**src/rtl/alu8_pkg.sv**
```systemverilog
// alu8_pkg: opcode constants and flag-bit indices shared by the CPU decoder
// and the ALU.
//   OP_*       5-bit operation codes
//   FLAG_*     bit positions of carry/zero/sign in the packed flag vector
package alu8_pkg;

   localparam int OP_W = 5;

   localparam logic [OP_W-1:0] OP_ADD  = 5'b00000;
   localparam logic [OP_W-1:0] OP_SUB  = 5'b00001;
   localparam logic [OP_W-1:0] OP_ADC  = 5'b00010;
   localparam logic [OP_W-1:0] OP_SBC  = 5'b00011;
   localparam logic [OP_W-1:0] OP_AND  = 5'b00100;
   localparam logic [OP_W-1:0] OP_OR   = 5'b00101;
   localparam logic [OP_W-1:0] OP_NOT  = 5'b00110;
   localparam logic [OP_W-1:0] OP_XOR  = 5'b00111;
   localparam logic [OP_W-1:0] OP_INC  = 5'b01000;
   localparam logic [OP_W-1:0] OP_DEC  = 5'b01001;
   localparam logic [OP_W-1:0] OP_CMP  = 5'b01010;
   localparam logic [OP_W-1:0] OP_TEST = 5'b01011;
   localparam logic [OP_W-1:0] OP_SHL  = 5'b10000;
   localparam logic [OP_W-1:0] OP_SHR  = 5'b10001;
   localparam logic [OP_W-1:0] OP_SAL  = 5'b10010;
   localparam logic [OP_W-1:0] OP_SAR  = 5'b10011;
   localparam logic [OP_W-1:0] OP_ROL  = 5'b10100;
   localparam logic [OP_W-1:0] OP_ROR  = 5'b10101;
   localparam logic [OP_W-1:0] OP_RCL  = 5'b10110;
   localparam logic [OP_W-1:0] OP_RCR  = 5'b10111;

   localparam int FLAG_C = 0;
   localparam int FLAG_Z = 1;
   localparam int FLAG_S = 2;
   localparam int FLAG_W = 3;

endpackage

```
**src/rtl/alu8.sv**
```systemverilog
// alu8: 8-bit ALU with combinational result and registered C/Z/S flags.
//   clk        clock
//   reset      synchronous, active-high; clears flags
//   en         flag-update strobe for the current operation
//   A, B       operands
//   operation  opcode (see alu8_pkg)
//   result     combinational result, uses registered C as carry-in
//   C, Z, S    registered carry/borrow, zero, sign flags
module alu8
   import alu8_pkg::*;
#(
   parameter int WIDTH = 8
) (
   input  logic             clk,
   input  logic             reset,
   input  logic             en,
   input  logic [WIDTH-1:0] A,
   input  logic [WIDTH-1:0] B,
   input  logic [OP_W-1:0]  operation,
   output logic [WIDTH-1:0] result,
   output logic             C,
   output logic             Z,
   output logic             S
);

   logic [FLAG_W-1:0] flags_q, flags_d;
   logic              cin;
   logic [WIDTH:0]    a_x, b_x, cin_x, one_x;
   logic [WIDTH-1:0]  res;
   logic              c_nx;
   logic              op_valid;

   // carry-in comes only from the flag register, so no combinational loop
   assign cin   = flags_q[FLAG_C];
   assign a_x   = {1'b0, A};
   assign b_x   = {1'b0, B};
   assign cin_x = {{WIDTH{1'b0}}, cin};
   assign one_x = {{WIDTH{1'b0}}, 1'b1};

   // subtraction in WIDTH+1 bits leaves the borrow in the top bit
   always_comb begin
      res      = A;
      c_nx     = 1'b0;
      op_valid = 1'b1;
      case (operation)
         OP_ADD:          {c_nx, res} = a_x + b_x;
         OP_SUB, OP_CMP:  {c_nx, res} = a_x - b_x;
         OP_ADC:          {c_nx, res} = a_x + b_x + cin_x;
         OP_SBC:          {c_nx, res} = a_x - b_x - cin_x;
         OP_AND, OP_TEST: res = A & B;
         OP_OR:           res = A | B;
         OP_NOT:          res = ~B;
         OP_XOR:          res = A ^ B;
         OP_INC:          {c_nx, res} = b_x + one_x;
         OP_DEC:          {c_nx, res} = b_x - one_x;
         OP_SHL, OP_SAL: begin
            res  = {A[WIDTH-2:0], 1'b0};
            c_nx = A[WIDTH-1];
         end
         OP_SHR: begin
            res  = {1'b0, A[WIDTH-1:1]};
            c_nx = A[0];
         end
         OP_SAR: begin
            res  = {A[WIDTH-1], A[WIDTH-1:1]};
            c_nx = A[0];
         end
         OP_ROL: begin
            res  = {A[WIDTH-2:0], A[WIDTH-1]};
            c_nx = A[WIDTH-1];
         end
         OP_ROR: begin
            res  = {A[0], A[WIDTH-1:1]};
            c_nx = A[0];
         end
         OP_RCL: begin
            res  = {A[WIDTH-2:0], cin};
            c_nx = A[WIDTH-1];
         end
         OP_RCR: begin
            res  = {cin, A[WIDTH-1:1]};
            c_nx = A[0];
         end
         default: begin
            res      = A;
            op_valid = 1'b0;
         end
      endcase
   end

   always_comb begin
      flags_d = flags_q;
      if (en && op_valid) begin
         flags_d[FLAG_C] = c_nx;
         flags_d[FLAG_Z] = (res == '0);
         flags_d[FLAG_S] = res[WIDTH-1];
      end
   end

   always_ff @(posedge clk) begin
      if (reset) begin
         flags_q <= '0;
      end else begin
         flags_q <= flags_d;
      end
   end

   assign result = res;
   assign C      = flags_q[FLAG_C];
   assign Z      = flags_q[FLAG_Z];
   assign S      = flags_q[FLAG_S];

endmodule

```
**config.mk**
```make
export PLATFORM = sky130hd
export DESIGN_NAME = alu8
export DESIGN_NICKNAME = d
export VERILOG_FILES = /design/src/rtl/alu8_pkg.sv /design/src/rtl/alu8.sv
export SDC_FILE = /design/constraint.sdc
export NUM_CORES = 1
export LEC_CHECK = 0
export BUFFER_PORTS_ARGS = -buffer_cell sky130_fd_sc_hd__buf_2
export CORE_ASPECT_RATIO = 1.25
export CORE_MARGIN = 4
export CORE_UTILIZATION = 60
export DETAILED_ROUTE_END_ITERATION = 10
export HOLD_SLACK_MARGIN = 0.12
export PLACE_DENSITY = 0.93
export SYNTH_ARGS = -nofsm -noshare
export SYNTH_HDL_FRONTEND = slang
export SYNTH_SLANG_ARGS = --single-unit
```
**constraint.sdc**
```tcl
create_clock -name clk -period 4.4 [get_ports clk]
set_clock_uncertainty 0.05 [all_clocks]
set_input_delay 0.22 -clock clk [delete_from_list [all_inputs] [get_ports clk]]
set_output_delay 0.22 -clock clk [all_outputs]
set_load 0.02 [all_outputs]
```
==> results of run 1 <==
==> through the flow <==
stage	setup slack, ps	total power, mW	area, µm²
3_3_place_gp	944	0.345	2630
3_5_place_dp	960	0.348	2630
6_report	873	0.444	2680
2_1_floorplan	1420	0.266	2520
4_1_cts	956	0.433	2680
5_1_grt	664	0.470	2680
==> synth_stat cells (3+ instances only) <==
master / number / area share, %
a211oi_1: 7 / 2.1
a21o_1: 3 / 0.89
a21oi_1: 20 / 4.0
a221o_1: 3 / 1.2
a22oi_1: 4 / 1.2
a2bb2oi_1: 3 / 1.0
a31oi_1: 3 / 0.75
a32oi_1: 6 / 2.1
and2_1: 4 / 0.99
and3_1: 6 / 1.5
buf_2: 5 / 0.99
buf_4: 7 / 2.1
buf_6: 3 / 1.3
clkbuf_1: 4 / 0.60
dfxtp_1: 3 / 2.4
ha_1: 30 / 15
inv_1: 28 / 4.2
mux2i_1: 9 / 3.6
nand2_1: 33 / 4.9
nand2b_1: 9 / 2.2
nand3_1: 17 / 3.4
nor2_1: 20 / 3.0
nor2b_1: 5 / 1.2
nor3_1: 12 / 2.4
nor4_1: 3 / 0.75
o211ai_1: 4 / 1.2
o21ai_0: 21 / 4.2
o221ai_1: 4 / 1.4
o22ai_1: 8 / 2.0
o31ai_1: 3 / 0.89
or3_1: 4 / 0.99
xnor2_1: 14 / 4.9
xor2_1: 8 / 2.8
==> per-layer routing <==
metal  vias to the layer above  part of all wire [%]
li1                       1369                     -
met1                      1391                    38
met2                       240                    46
met3                        57                   9.5
met4                         0                   6.4
met5                         -                     0
==> cell type report <==
type	instances	area, µm²
Sequential cell	3	60.1
Inverter	29	109
Tap cell	56	70.1
Clock buffer	4	45.0
Multi-Input combinational cell	308	2220
Fill cell	375	1390
Timing Repair Buffer	34	170
==> cells by family after synthesis <==
family | count (synthesis) | share of synthesized area, %
AO/OA/AOI/OAI | 112 | 32.5
XOR/XNOR | 23 | 8.30
adder cells (fa/ha/maj) | 32 | 16.5
buffers and inverters | 48 | 9.34
flip-flops | 3 | 2.39
multiplexers | 10 | 4.03
AND/OR/NAND/NOR | 131 | 26.9
==> critical path, cell delays in order <==
cell	delay, ps
buf_2	190
inv_1	110
ha_1	480
inv_1	150
a221oi_1	500
and2_1	210
xor2_1	340
or2_2	200
xor2_1	150
nor2_1	60
o32ai_1	410
inv_1	70
buf_2	170
==> report_power, final <==
part | total, mW | internal, mW | leakage, nW | switching, mW
combinational | 0.329 | 0.115 | 1.07 | 0.215
clock | 0.0848 | 0.0621 | 0.0228 | 0.0227
sequential | 0.0295 | 0.0285 | 0.0244 | 0.000937
total | 0.444 | 0.205 | 1.12 | 0.238
==> path summary, 6_finish.rpt <==
kind	startpoint	endpoint	slack [ps]	depth (start not counted)
hold / removal	reset	flags_q[2]	130	2
hold reg to reg	flags_q[1]	flags_q[1]	410	1
setup reg to reg	flags_q[0]	flags_q[1]	1890	8
setup / recovery	B[4]	result[6]	870	13
==> metrics, run 1 <==
outcome finished, final reports clean; Max Cap Viol 0; global routing met3 resource utilization 4.34%; Boundary Pins 35; PwrDens 166 nW/µm²; layer with the highest usage after global routing met2; # hold bufs at CTS 0; slew at the pin closest to its max-slew limit 850 ps; utilization after layout 65.8%; floorplan die height 80.4 µm; register ranked first by flip-flop count flags_q; DR iter-0 viols 371; maximum fanout count along the critical path 9; horizontal extent of the die 65.9 µm; number of pins with negative max-slew slack in the final report 0; Inst Count DP 430; sequential-to-total area share from yosys stat 2.39%; number of synthesized flops with an enable pin 0; Resized cells post-CTS 0; effective utilization at floorplan 61.9%; number of synthesized register bits 3; Clock Root Buffer clkbuf_8; RSZ-0062 raised after global routing false; aggregate global routing overflow 0; register clock-pin slew on the reported worst setup and hold paths 30 ps; P_leak 1.12 nW; Rel. slew slack 43.2%; final net count 435; total routed wirelength 9190 µm; most frequent standard cell in the layout excluding fill and tap cells buf_2; average via count per standard cell 7.04; launching element type of the critical path input pin; average footprint of a synthesized cell 7.01 µm²; Max Buffers Root-to-Sink 2; Row Count 26; share of flip-flops with an asynchronous set or reset after synthesis 0%; first-pass GRT wire length 14100 µm; worst setup path category in2out; DRC viols 0; required time of the critical path 4130 ps; final-layout setup total negative slack 0 ps; Post-Layout Cell Count 434; routed wirelength normalized by instance count 21.2 µm; final setup vio count 0; Crit. End Element output pin; Ant. Diodes 0; post-route fraction of the period consumed by the critical path 80.2%; most used cells in the layout excluding fill and tap cells buf_2 (34), nand2_1 (33), ha_1 (30); global-route met1 utilization 42.5%; synthesis warning total 0; detailed-router iteration count before antenna repair 5; TritonCTS sink count 3; post-CTS setup-driven buffer insertion count 0; routability congestion estimate 1.10; core footprint 4070 µm²; met2 Usage GRT 55.8%; highest ir drop seen on vdd 0.000108 V; prevailing post-synth register cell dfxtp_1; cell count after synthesis 359; minimum clock period 3530 ps; total via count after detailed routing 3057; worst endpoint data arrival time 3260 ps; net count of the mapped netlist 415; largest registers flags_q (3); Worst Hold Margin 134 ps; flip-flop count of the largest register after layout 3; die area 5300 µm²; depth of the CTS H-tree 1; max frequency 284 MHz; detailed-placement wirelength estimate 7020 µm; hold violation count in the final report 0; Hold WC Path Type in2reg; Antenna Nets Post-Route 0; number of buffers created by CTS 3; unique cell type count in the Yosys netlist 68; share of layout cells above drive strength 1 14.6%; via count of the first global-routing pass 2843; TritonCTS clock tree built; Layout area overhead 6.31%; port buffer count 34; maximum number of pins on one net before global-route repair 31; post-synthesis instance area 2520 µm²; worst-skew pair later-pin latency 230 ps; number of antenna violations at the first check in global routing 0; overall global routing resource usage 34.6%
No activity file was read; power rests on OpenSTA's default activity.
==> inputs of run 2 (changes only) <==
ABC_AREA = 1   (was default)
PLACE_DENSITY = 0.92   (was 0.93)
clock period = 3.4 ns   (was 4.4 ns; I/O delays follow)
==> run 2 against run 1 <==
Final cell count rose by 48%. Clock power rose by 33%. Flip-flop and latch count did not move. First-iteration DRC count rose by 45%. Register-to-register slack got worse by 960 ps. Worst setup slack got worse by 450 ps. Area after synthesis rose by 11%. Critical path type unchanged. Critical endpoint unchanged. Largest power group unchanged.
==> metrics, run 2 <==
most common cell in the netlist nand2_1; register ranked first by flip-flop count flags_q; die area 5840 µm²; Clock Root Buffer clkbuf_8; simple-gate portion of the synthesized area 60.1%; most used cells in the layout excluding fill and tap cells nand2_1 (181), nand3_1 (82), inv_1 (78); share of layout cells above drive strength 1 11.8%; most frequent standard cell in the layout excluding fill and tap cells nand2_1; worst-skew pair later-pin latency 230 ps; post-CTS setup-driven buffer insertion count 0; via count of the first global-routing pass 3543; Max Cap Viol 0; post-synthesis instance area 2810 µm²; multiplexer share of the synthesized area 0%; port buffer count 34; Post-Synth Adder-Cell Area 14.8%; worst setup path category in2out; # hold bufs at CTS 1; highest ir drop seen on vdd 0.000157 V; total routed wirelength 9830 µm; TritonCTS clock tree built; final-layout setup total negative slack 0 ps; routed wirelength normalized by instance count 15.3 µm; number of synthesized register bits 3; Hold WC Path Type in2reg; maximum fanout count along the critical path 7; Rel. slew slack 57.0%; final setup vio count 0; floorplan die height 84.4 µm; post-synthesis compound-gate area fraction 9.10%; maximum number of pins on one net before global-route repair 13; horizontal extent of the die 69.2 µm; synthesis warning total 0; prevailing post-synth register cell dfxtp_1; sequential-to-total area share from yosys stat 2.14%; area share of the leading cell type in the synthesized netlist 24.2%; most instantiated cells after synthesis nand2_1 (181), nand3_1 (82), inv_1 (78); detailed-placement wirelength estimate 7980 µm; post-route fraction of the period consumed by the critical path 87.5%; net count of the mapped netlist 609; minimum clock period 2980 ps; main combinational cell family by area after synthesis simple AND/OR/NAND/NOR gates; depth of the CTS H-tree 1; TritonCTS sink count 3; Worst Hold Margin 162 ps; aggregate global routing overflow 0; worst endpoint data arrival time 2760 ps; DR iter-0 viols 537; number of buffers created by CTS 3; launching element type of the critical path input pin; routability congestion estimate 1.06; effective utilization at floorplan 62.9%; flip-flop count of the largest register after layout 3; Row Count 27; register clock-pin slew on the reported worst setup and hold paths 40 ps; core footprint 4460 µm²; hold violation count in the final report 0; Area contributors post-synth nand2_1 (24%), nand3_1 (15%), ha_1 (13%); Post-Synth XOR/XNOR Area 0.937%; Crit. End Element output pin; Ant. Diodes 0; Antenna Nets Post-Route 0; Layout area overhead 9.37%; unique cell type count in the Yosys netlist 35; number of pins with negative max-slew slack in the final report 0; number of antenna violations at the first check in global routing 0; slew at the pin closest to its max-slew limit 641 ps; detailed-router iteration count before antenna repair 6; first-pass GRT wire length 16200 µm; RSZ-0062 raised after global routing false; Boundary Pins 35; max frequency 336 MHz; overall global routing resource usage 33.6%; Resized cells post-CTS 0; PwrDens 196 nW/µm²; share of flip-flops with an asynchronous set or reset after synthesis 0%; total via count after detailed routing 3845; average via count per standard cell 5.97; post-synthesis cell type with the largest combined area nand2_1; average footprint of a synthesized cell 5.07 µm²; DRC viols 0; final net count 643; Max Buffers Root-to-Sink 2; required time of the critical path 3180 ps; P_leak 1.72 nW; largest registers flags_q (3); outcome finished, final reports clean; cell count after synthesis 553; number of synthesized flops with an enable pin 0
-- run 2: changes by cell type after synthesis, sizes merged, moves of 13 or more --
cell / before / now
inv: 29 / 84
nand2: 34 / 184
nand3: 17 / 86
nand4: 2 / 18
nor2: 22 / 80
xnor2: 14 / 1
-- run 2: cell type report --
type / instances / area (µm²)
Inverter: 85 / 320
Fill cell: 463 / 1390
Multi-Input combinational cell: 458 / 2380
Clock buffer: 4 / 45.0
Tap cell: 58 / 72.6
Sequential cell: 3 / 60.1
Timing Repair Buffer: 36 / 188
-- run 2: final timing paths --
path                                 start          to  slack [ps]  cells after the start
worst max-delay path                  B[0]   result[6]         420                     18
worst min-delay path                    en  flags_q[0]         160                      3
worst max register to register  flags_q[0]  flags_q[1]         930                     16
worst min register to register  flags_q[1]  flags_q[1]         440                      2
-- run 2: critical path, cell delays in order --
cell and delay (ps):
buf_2 160, ha_1 310, inv_1 90, fa_1 430
inv_1 110, ha_1 160, inv_1 50, nor2_1 160
inv_1 80, nor2_1 210, nand3_1 160, nor2_1 150
nor2_1 70, nor2_1 90, nand3_1 70, nand2_1 80
inv_1 40, buf_2 150
-- run 2: cells by family (layout without fill, tap and decap cells) --
family,Yosys count,in the layout
adder cells (fa/ha/maj),32,32
buffers and inverters,92,125
AND/OR/NAND/NOR,377,377
flip-flops,3,3
AO/OA/AOI/OAI,46,46
XOR/XNOR,3,3
-- run 2: per-stage QoR --
step / instances / setup WS [ps] / instance area (µm²) / util [%] / power, mW
CTS: 644 / 533 / 3070 / 68.8 / 0.592
floorplan: 553 / 994 / 2810 / - / 0.352
global route: 644 / 313 / 3070 / 68.8 / 0.659
finish: 644 / 425 / 3070 / 68.8 / 0.603
global placement: 639 / 550 / 3010 / 67.6 / 0.465
detailed placement: 639 / 494 / 3010 / 67.6 / 0.476
-- run 2: where the power goes --
group | internal, mW | switching [mW]
Combinational | 0.138 | 0.312
Sequential | 0.0375 | 0.00268
Clock | 0.0807 | 0.0320
Total | 0.256 | 0.347
-- run 2: metal layers --
layer / wire [µm] / part of all wire, % / up-vias / track usage (%)
met3: 1030 / 10 / 73 / 5.51
li1: - / - / 1838 / -
met5: 0 / 0 / - / 0
met2: 4400 / 45 / 263 / 54.2
met1: 3650 / 37 / 1671 / 40.0
met4: 750 / 7.6 / 0 / 24.3
